`config.mk`:
```
export PLATFORM = sky130hd
export DESIGN_NAME = lwir_frame_sequencer_flat
export DESIGN_NICKNAME = d
export VERILOG_FILES = /design/src/rtl/lwir_frame_sequencer_if.sv /design/src/rtl/lwir_frame_sequencer.sv /design/src/flat_wrapper.sv
export SDC_FILE = /design/constraint.sdc
export NUM_CORES = 1
export LEC_CHECK = 0
export ABC_AREA = 1
export BUFFER_PORTS_ARGS = -buffer_cell sky130_fd_sc_hd__buf_4
export CORE_ASPECT_RATIO = 1.75
export CORE_MARGIN = 2
export CORE_UTILIZATION = 60
export CTS_CLUSTER_SIZE = 28
export DETAILED_ROUTE_END_ITERATION = 7
export PLACE_DENSITY_LB_ADDON = 0.08
export SYNTH_ARGS = -nofsm -noshare
export SYNTH_HDL_FRONTEND = slang
export SYNTH_SLANG_ARGS = --single-unit
```
`constraint.sdc`:
```
create_clock -name clk -period 5.4 [get_ports clk]
set_input_delay 0.27 -clock clk [delete_from_list [all_inputs] [get_ports clk]]
set_output_delay 0.27 -clock clk [all_outputs]
set_load 0.05 [all_outputs]
```
`src/rtl/lwir_frame_sequencer_if.sv`:
```
// Signal bundle between the sensor/compressor environment and lwir_frame_sequencer.
// slave is the sequencer's view; master is the environment's view.
interface lwir_frame_sequencer_if;
    logic        valid_in;
    logic        sof_in;
    logic [15:0] pixel_in;
    logic        ready_out;
    logic        comp_valid_out;
    logic [15:0] comp_pixel_out;
    logic        comp_valid_in;
    logic [31:0] comp_stream_in;
    logic        valid_out;
    logic [31:0] stream_out;
    logic        frame_done;
    logic        frame_err;

    modport slave (
        input  valid_in, sof_in, pixel_in, comp_valid_in, comp_stream_in,
        output ready_out, comp_valid_out, comp_pixel_out, valid_out, stream_out,
        frame_done, frame_err
    );

    modport master (
        output valid_in, sof_in, pixel_in, comp_valid_in, comp_stream_in,
        input  ready_out, comp_valid_out, comp_pixel_out, valid_out, stream_out,
        frame_done, frame_err
    );
endinterface

```
`src/rtl/lwir_frame_sequencer.sv`:
```
// Frame-level controller for the LWIR lossless compressor: gates one frame of pixels into the
// core, waits for it to drain, and wraps the core's output stream in header/trailer words.
module lwir_frame_sequencer #(
    parameter int unsigned IMG_W        = 640,
    parameter int unsigned IMG_H        = 512,
    parameter int unsigned DRAIN_CYCLES = 8,
    parameter logic [15:0] MAGIC        = 16'hA5C3
) (
    input  logic                         clk,
    input  logic                         rst,
    lwir_frame_sequencer_if.slave        bus
);
    localparam int unsigned FRAME_PIX = IMG_W * IMG_H;
    localparam int unsigned PixW      = $clog2(FRAME_PIX + 1);
    localparam int unsigned IdleW     = $clog2(DRAIN_CYCLES + 1);

    typedef enum logic [2:0] {StIdle, StHeader, StPixels, StDrain, StTrailer} state_e;

    state_e             state_q, state_d;
    logic [PixW-1:0]    pix_cnt_q, pix_cnt_d;
    logic [IdleW-1:0]   idle_cnt_q, idle_cnt_d;
    logic [19:0]        word_cnt_q, word_cnt_d;
    logic [15:0]        frame_cnt_q, frame_cnt_d;
    logic               trunc_q, trunc_d;
    logic               err_q, err_d;
    logic               valid_out_q, valid_out_d;
    logic [31:0]        stream_q, stream_d;
    logic               frame_done_q, frame_done_d;
    logic               comp_valid_q, comp_valid_d;
    logic [15:0]        comp_pixel_q, comp_pixel_d;
    logic               ready;
    logic               sof_req;
    logic               ctl_slot;

    assign sof_req  = bus.valid_in && bus.sof_in;
    // Header/trailer cycles own the output register; core words there are collisions.
    assign ctl_slot = (state_q == StHeader) || (state_q == StTrailer);

    always_comb begin
        state_d      = state_q;
        pix_cnt_d    = pix_cnt_q;
        idle_cnt_d   = '0;
        word_cnt_d   = word_cnt_q;
        frame_cnt_d  = frame_cnt_q;
        trunc_d      = trunc_q;
        err_d        = err_q;
        valid_out_d  = 1'b0;
        stream_d     = stream_q;
        frame_done_d = 1'b0;
        comp_valid_d = 1'b0;
        comp_pixel_d = comp_pixel_q;
        ready        = 1'b0;

        if (bus.comp_valid_in) begin
            if (ctl_slot) begin
                err_d = 1'b1;
            end else begin
                valid_out_d = 1'b1;
                stream_d    = bus.comp_stream_in;
                if (word_cnt_q != 20'hFFFFF) begin
                    word_cnt_d = word_cnt_q + 20'd1;
                end
            end
        end

        unique case (state_q)
            StIdle: begin
                ready = !sof_req;
                if (sof_req) begin
                    state_d = StHeader;
                end
            end
            StHeader: begin
                valid_out_d = 1'b1;
                stream_d    = {MAGIC, frame_cnt_q};
                state_d     = StPixels;
            end
            StPixels: begin
                ready = (pix_cnt_q == '0) || !sof_req;
                if (sof_req && (pix_cnt_q != '0)) begin
                    // Leave the SOF pixel pending so it opens the next frame from idle.
                    trunc_d = 1'b1;
                    err_d   = 1'b1;
                    state_d = StDrain;
                end else if (bus.valid_in) begin
                    comp_valid_d = 1'b1;
                    comp_pixel_d = bus.pixel_in;
                    pix_cnt_d    = pix_cnt_q + 1'b1;
                    if (pix_cnt_q == PixW'(FRAME_PIX - 1)) begin
                        state_d = StDrain;
                    end
                end
            end
            StDrain: begin
                if (!bus.comp_valid_in) begin
                    idle_cnt_d = idle_cnt_q + 1'b1;
                end
                if (idle_cnt_d == IdleW'(DRAIN_CYCLES)) begin
                    state_d = StTrailer;
                end
            end
            StTrailer: begin
                valid_out_d  = 1'b1;
                stream_d     = {8'h5A, 3'b000, trunc_q, word_cnt_q};
                frame_done_d = 1'b1;
                frame_cnt_d  = frame_cnt_q + 16'd1;
                pix_cnt_d    = '0;
                word_cnt_d   = '0;
                trunc_d      = 1'b0;
                state_d      = StIdle;
            end
            default: state_d = StIdle;
        endcase
    end

    always_ff @(posedge clk) begin
        if (rst) begin
            state_q      <= StIdle;
            pix_cnt_q    <= '0;
            idle_cnt_q   <= '0;
            word_cnt_q   <= '0;
            frame_cnt_q  <= '0;
            trunc_q      <= 1'b0;
            err_q        <= 1'b0;
            valid_out_q  <= 1'b0;
            stream_q     <= '0;
            frame_done_q <= 1'b0;
            comp_valid_q <= 1'b0;
            comp_pixel_q <= '0;
        end else begin
            state_q      <= state_d;
            pix_cnt_q    <= pix_cnt_d;
            idle_cnt_q   <= idle_cnt_d;
            word_cnt_q   <= word_cnt_d;
            frame_cnt_q  <= frame_cnt_d;
            trunc_q      <= trunc_d;
            err_q        <= err_d;
            valid_out_q  <= valid_out_d;
            stream_q     <= stream_d;
            frame_done_q <= frame_done_d;
            comp_valid_q <= comp_valid_d;
            comp_pixel_q <= comp_pixel_d;
        end
    end

    assign bus.ready_out      = ready;
    assign bus.comp_valid_out = comp_valid_q;
    assign bus.comp_pixel_out = comp_pixel_q;
    assign bus.valid_out      = valid_out_q;
    assign bus.stream_out     = stream_q;
    assign bus.frame_done     = frame_done_q;
    assign bus.frame_err      = err_q;

endmodule
```
`src/flat_wrapper.sv`:
```
// flat-port wrapper written by rule: the top's interface ports become plain ports
module lwir_frame_sequencer_flat 
#(
    parameter int unsigned IMG_W        = 640,
    parameter int unsigned IMG_H        = 512,
    parameter int unsigned DRAIN_CYCLES = 8,
    parameter logic [15:0] MAGIC        = 16'hA5C3
)
  (clk, rst, bus_valid_in, bus_sof_in, bus_pixel_in, bus_comp_valid_in, bus_comp_stream_in, bus_ready_out, bus_comp_valid_out, bus_comp_pixel_out, bus_valid_out, bus_stream_out, bus_frame_done, bus_frame_err);
  lwir_frame_sequencer_if bus_i ();
  input  logic clk;
  input  logic rst;
  input wire logic [$bits(bus_i.valid_in)-1:0] bus_valid_in;
  input wire logic [$bits(bus_i.sof_in)-1:0] bus_sof_in;
  input wire logic [$bits(bus_i.pixel_in)-1:0] bus_pixel_in;
  input wire logic [$bits(bus_i.comp_valid_in)-1:0] bus_comp_valid_in;
  input wire logic [$bits(bus_i.comp_stream_in)-1:0] bus_comp_stream_in;
  output wire logic [$bits(bus_i.ready_out)-1:0] bus_ready_out;
  output wire logic [$bits(bus_i.comp_valid_out)-1:0] bus_comp_valid_out;
  output wire logic [$bits(bus_i.comp_pixel_out)-1:0] bus_comp_pixel_out;
  output wire logic [$bits(bus_i.valid_out)-1:0] bus_valid_out;
  output wire logic [$bits(bus_i.stream_out)-1:0] bus_stream_out;
  output wire logic [$bits(bus_i.frame_done)-1:0] bus_frame_done;
  output wire logic [$bits(bus_i.frame_err)-1:0] bus_frame_err;
  assign bus_i.valid_in = bus_valid_in;
  assign bus_i.sof_in = bus_sof_in;
  assign bus_i.pixel_in = bus_pixel_in;
  assign bus_i.comp_valid_in = bus_comp_valid_in;
  assign bus_i.comp_stream_in = bus_comp_stream_in;
  assign bus_ready_out = bus_i.ready_out;
  assign bus_comp_valid_out = bus_i.comp_valid_out;
  assign bus_comp_pixel_out = bus_i.comp_pixel_out;
  assign bus_valid_out = bus_i.valid_out;
  assign bus_stream_out = bus_i.stream_out;
  assign bus_frame_done = bus_i.frame_done;
  assign bus_frame_err = bus_i.frame_err;
  lwir_frame_sequencer #(.IMG_W(IMG_W), .IMG_H(IMG_H), .DRAIN_CYCLES(DRAIN_CYCLES), .MAGIC(MAGIC)) u_core (.clk(clk), .rst(rst), .bus(bus_i));
endmodule
```
==> Word-level counts from Yosys, hierarchy flattened <==
Index checks and enable logic that the tools add are counted.
{ "classes": {"n_addsub": 4, "n_eq_ne": 15, "n_mux": 26, "bitwise": 4, "n_reduce_logical": 20} }
{ "op_table": {"columns": ["operator", "count"], "rows": [
  ["2-to-1 mux 32 bit", 2],
  ["case mux 32 bit (2 select lines)", 1],
  ["2-to-1 mux 19 bit", 2],
  ["case mux 19 bit (2 select lines)", 1],
  ["adder 20 x 1 -> 20 bit (second input constant)", 1],
  ["!= test 20 bit (second input constant)", 1],
  ["adder 19 x 1 -> 19 bit (second input constant)", 1],
  ["equality test 19 bit (second input constant)", 1],
  ["zero test 19 bit", 1],
  ["nonzero test 19 bit", 1],
  ["adder 16 x 1 -> 16 bit (second input constant)", 1],
  ["2-to-1 mux 3 bit", 5],
  ["case mux 3 bit (4 select lines)", 1],
  ["2-to-1 mux 1 bit", 10],
  ["AND reduction 3 bit", 3],
  ["2-to-1 mux 4 bit", 2],
  ["equality test 3 x 2 -> 1 bit (second input constant)", 2],
  ["!= test 2 x 1 -> 1 bit (second input constant)", 3],
  ["OR reduction 2 bit", 3],
  ["adder 4 x 1 -> 4 bit (second input constant)", 1],
  ["equality test 4 bit (second input constant)", 1],
  ["!= test 2 bit (second input constant)", 2],
  ["inverter 1 bit", 4],
  ["case mux 1 bit (2 select lines)", 2],
  ["other kinds (14)", 17]
]} }
{ "word_totals": {"regBits": 115, "out_inout_bits": 53, "elab_cells": 81} }

==> Depth between registers and ports, before layout <==
{ "logic_depth": {"word_depth": 6, "ltp_mapped": 12, "depth_no_buf": 11} }

==> Least setup slack after synthesis <==
Ideal clock, no wire load.
{ "synth_timing": {"kind": "register -> register", "start": "register u_core.word_cnt_q[0]", "end": "register u_core.word_cnt_q[7]", "arrival_time_ps": 1688, "required_time_ps": 5264, "setup_slack_ps": 3576, "path_stages_with_launch": 10, "synth_period_minus_slack_ps": 1824, "path_cell_list": "dfxtp_1 > ha_1 > nand3_2 > nor2_2 > nand3_2 > o21ai_4 > inv_4 > buf_6 > nand2_1 > a21oi_2"} }
{ "synth_between": {"elab_chain_len": 2, "word_cells_on_any_way": 3, "classes_between": "1 x add/sub; 1 x eq/ne; 1 x reduce/logical"} }
{ "synth_lines": {"columns": ["element", "line", "rtl"], "rows": [
  ["from (decl)", "lwir_frame_sequencer.sv:22", "logic [19:0] word_cnt_q, word_cnt_d;"],
  ["from (signal assigned)", "lwir_frame_sequencer.sv:134", "word_cnt_q <= word_cnt_d;"],
  ["branches (longest 2 deep; another with adder 20 x 1 -> 20 bit)", null, null]
]} }
Several ways; the timed one is not identified.
A chain may end at the register's enable or synchronous reset.

==> Worst setup path after layout <==
{ "layout_timing": {"start": "register u_core.state_q[0]", "end": "register u_core.frame_cnt_q[1]"} }
{ "layout_between": {"elab_chain_len": 1} }
{ "layout_lines": {"columns": ["element", "line", "rtl"], "rows": [
  ["from (decl)", "lwir_frame_sequencer.sv:19", "state_e state_q, state_d;"],
  ["from (signal assigned)", "lwir_frame_sequencer.sv:118", "state_q <= StIdle;"],
  ["from (signal assigned)", "lwir_frame_sequencer.sv:131", "state_q <= state_d;"],
  ["equality test 3 bit", "lwir_frame_sequencer.sv:66", "unique case (state_q)"],
  ["to (signal assigned)", "lwir_frame_sequencer.sv:135", "frame_cnt_q <= frame_cnt_d;"],
  ["to (decl)", "lwir_frame_sequencer.sv:23", "logic [15:0] frame_cnt_q, frame_cnt_d;"]
]} }
Every way passes these cells.

==> results.cfg <==
[sta]
fin_tns_setup_ns = 0
finalWorstSetupSlack_ns = 2.16
maxSlewViolCount = 0
hold_ws_ns = 0.109
clock.fmax_mhz = 309
report.final.setup_viol = 0
relSlewSlack = 0.291
finalHoldViolations = 0
min_period_over_period = 0.599
clock_skew_ns = 0.0101
period_minus_slack_ns = 3.24
worst_pin_slew_ns = 1.06
rsz0062_at_grt = no

[routing]
vias = 6231
wl_met3_mm = 1.19
drt_first_iter_violations = 478
wl_met2_mm = 9.99
wl_met1_mm = 6.20
post-route-drc-count = 0
viasPerCell = 5.87
routed_wirelength_mm = 18.9
routedWlPerCell_um = 17.8
drt-pass1-iter-count = 7
antenna_left = 0
top_layer = met4

[logic_synthesis]
ys_warn_count = 0
synth_edf_count = 0
ys_seq_elements = 115
netlist_instances = 840
synth.avg_cell_area_um2 = 6.85
post_synth_num_cell_types = 40
ys_seq_area_frac = 0.400
ys.flop_type = dfxtp_1
synth_top_cell_area_share = 0.400
synth_area_leader_cell = dfxtp_1
syn_nets = 898
async_reset_ff_frac = 0
synth_area_um2 = 5760
synthTopCellsByCount = nand2_1, dfxtp_1, nor2_1
synth_area_leaders = dfxtp_1, nand2_1, nor2_1
yosys.cell_count.top_type = nand2_1

[finish]
n_antenna_cell = 0
seqCellArea_um2 = 2300
fillers = 733
fin_nets = 985
multiInputGateArea_um2 = 2950
area_growth_pct = 23.5
drive_gt1_frac = 0.179
stdcell_count = 1062
fin_util = 0.756

[setup_path]
path_max_fanout = 31
worstSetupStartpointType = flop
crit_required_ns = 5.74
cp-end-kind = flop
cp.arrival_ns = 3.57
crit_type = flop to flop

[clock_tree]
hold_buffers = 0
cts-resized-gates = 0
path_clk_slew_ns = 0.06
cts_buffers = 17
cts.sinks = 115
cts_root_buf = clkbuf_16
cts_setup_buffers = 0
h-tree-depth = 4
cts_tree = built
clock_latency_ns = 0.42
cts_buffer_depth = 2

[global_routing]
grt_max_degree = 44
grt_pass1_vias = 5989
grt_antenna_before_repair = 0
grt_remaining_overflow = 0
track_usage = 0.362
grt_pass1_wl_mm = 29.3

[power]
p_sw_w = 0.00126
seq_power_share = 0.324
swShare = 0.398
ir_worst_vdd_mv = 0.400
combPwrFrac = 0.317
power.density_nw_per_um2 = 445
leakage_nw = 2.89
intPower_w = 0.00190
p_clk_frac = 0.360

[placement]
dpl.hpwl_mm = 13.5
port_buffers = 105
dp.cells = 1030
gp_congestion = 0.969
place_ws_ns = 2.30

[floorplan]
coreArea_um2 = 9410
start_util = 0.612
dieArea_um2 = 10400
rows = 47
dieHeight_um = 134
ioPinCount = 106
die_x_um = 78.1

[min_path]
hold_class = input pin to flop

[outcome]
status = completed

[flow_run]
cap_violations = 0
[worst max-delay path, stage by stage, from the launching register on]
cell	delay [ns]
dfxtp_1	0.38
nor2_1	0.08
nand2_1	0.78
inv_2	0.40
nor2_2	0.60
inv_1	0.60
o21ai_0	0.29
[cells in the final DEF (no fill, tap or decap), drive strengths merged, types with 4 or more instances in the layout]
cell type / n
o21ai: 37
buf: 105
a221oi: 8
o22ai: 10
dfxtp: 115
nor3: 27
nor2: 115
ha: 5
clkbuf: 17
nand3: 37
inv: 91
clkinvlp: 4
a31oi: 7
a21oi: 81
a311oi: 7
nand2: 213
xor2: 14
nand4: 29
[layer usage]
metal | vias to the layer above | global-route usage
li1 | 2946 | -
met1 | 2862 | 0.336
met2 | 318 | 0.677
met3 | 105 | 0.0657
met4 | 0 | 0.278
met5 | - | 0
[layout make-up]
class	count	area share
sequential	115	0.324
tap	122	0.0215
clock buffer	17	0.0598
clock inverter	15	0.0241
timing repair buffer	105	0.111
multi-input combinational	603	0.415
inverter	85	0.0452
[final timing paths]
check | startpoint | end | slack (ns) | cells after the start
worst max-delay path | u_core.state_q[0]$_SDFFE_PP0P_ | u_core.frame_cnt_q[1]$_SDFFE_PP0N_ | 2.16 | 6
worst max register to register | u_core.state_q[0]$_SDFFE_PP0P_ | u_core.frame_cnt_q[1]$_SDFFE_PP0N_ | 2.16 | 6
worst min-delay path | bus_comp_valid_in | u_core.idle_cnt_q[1]$_SDFF_PP0_ | 0.11 | 2
worst min register to register | u_core.bus.comp_pixel_out[3]$_SDFFE_PP0P_ | u_core.bus.comp_pixel_out[3]$_SDFFE_PP0P_ | 0.46 | 2
[flip-flops by register name (all words and copies together), names as in the netlist]
signal,cells
u_core.idle_cnt_q,4
u_core.state_q,3
u_core.bus.comp_pixel_out,16
u_core.bus.valid_out,1
u_core.pix_cnt_q,19
u_core.word_cnt_q,20
u_core.trunc_q,1
u_core.bus.stream_out,32
u_core.bus.frame_err,1
u_core.frame_cnt_q,16
u_core.bus.frame_done,1
u_core.bus.comp_valid_out,1
[stage by stage]
stage	area [µm²]	power, W
6_report	7110	0.00316
2_1_floorplan	5760	0.00174
5_1_grt	7110	0.00326
4_1_cts	7110	0.00315
3_3_place_gp	6510	0.00200
3_5_place_dp	6510	0.00202
[power groups by stage]
stage / Combinational [W] / Clock (W) / Sequential, W
after floorplan: 0.000418 / 0 / 0.00132
after global routing: 0.00106 / 0.00117 / 0.00103
after global placement: 0.000965 / 0 / 0.00103
final: 0.00100 / 0.00114 / 0.00102
after CTS: 0.000993 / 0.00114 / 0.00102
after detailed placement: 0.000985 / 0 / 0.00104
[cell families after synthesis]
logic type / count (synthesis) / synth area share
AO/OA/AOI/OAI: 152 / 0.155
adder cells (fa/ha/maj): 5 / 0.0109
buffers and inverters: 122 / 0.0880
flip-flops: 115 / 0.400
AND/OR/NAND/NOR: 429 / 0.320
XOR/XNOR: 17 / 0.0259
Note: power is estimated with default switching activity, not from simulation.
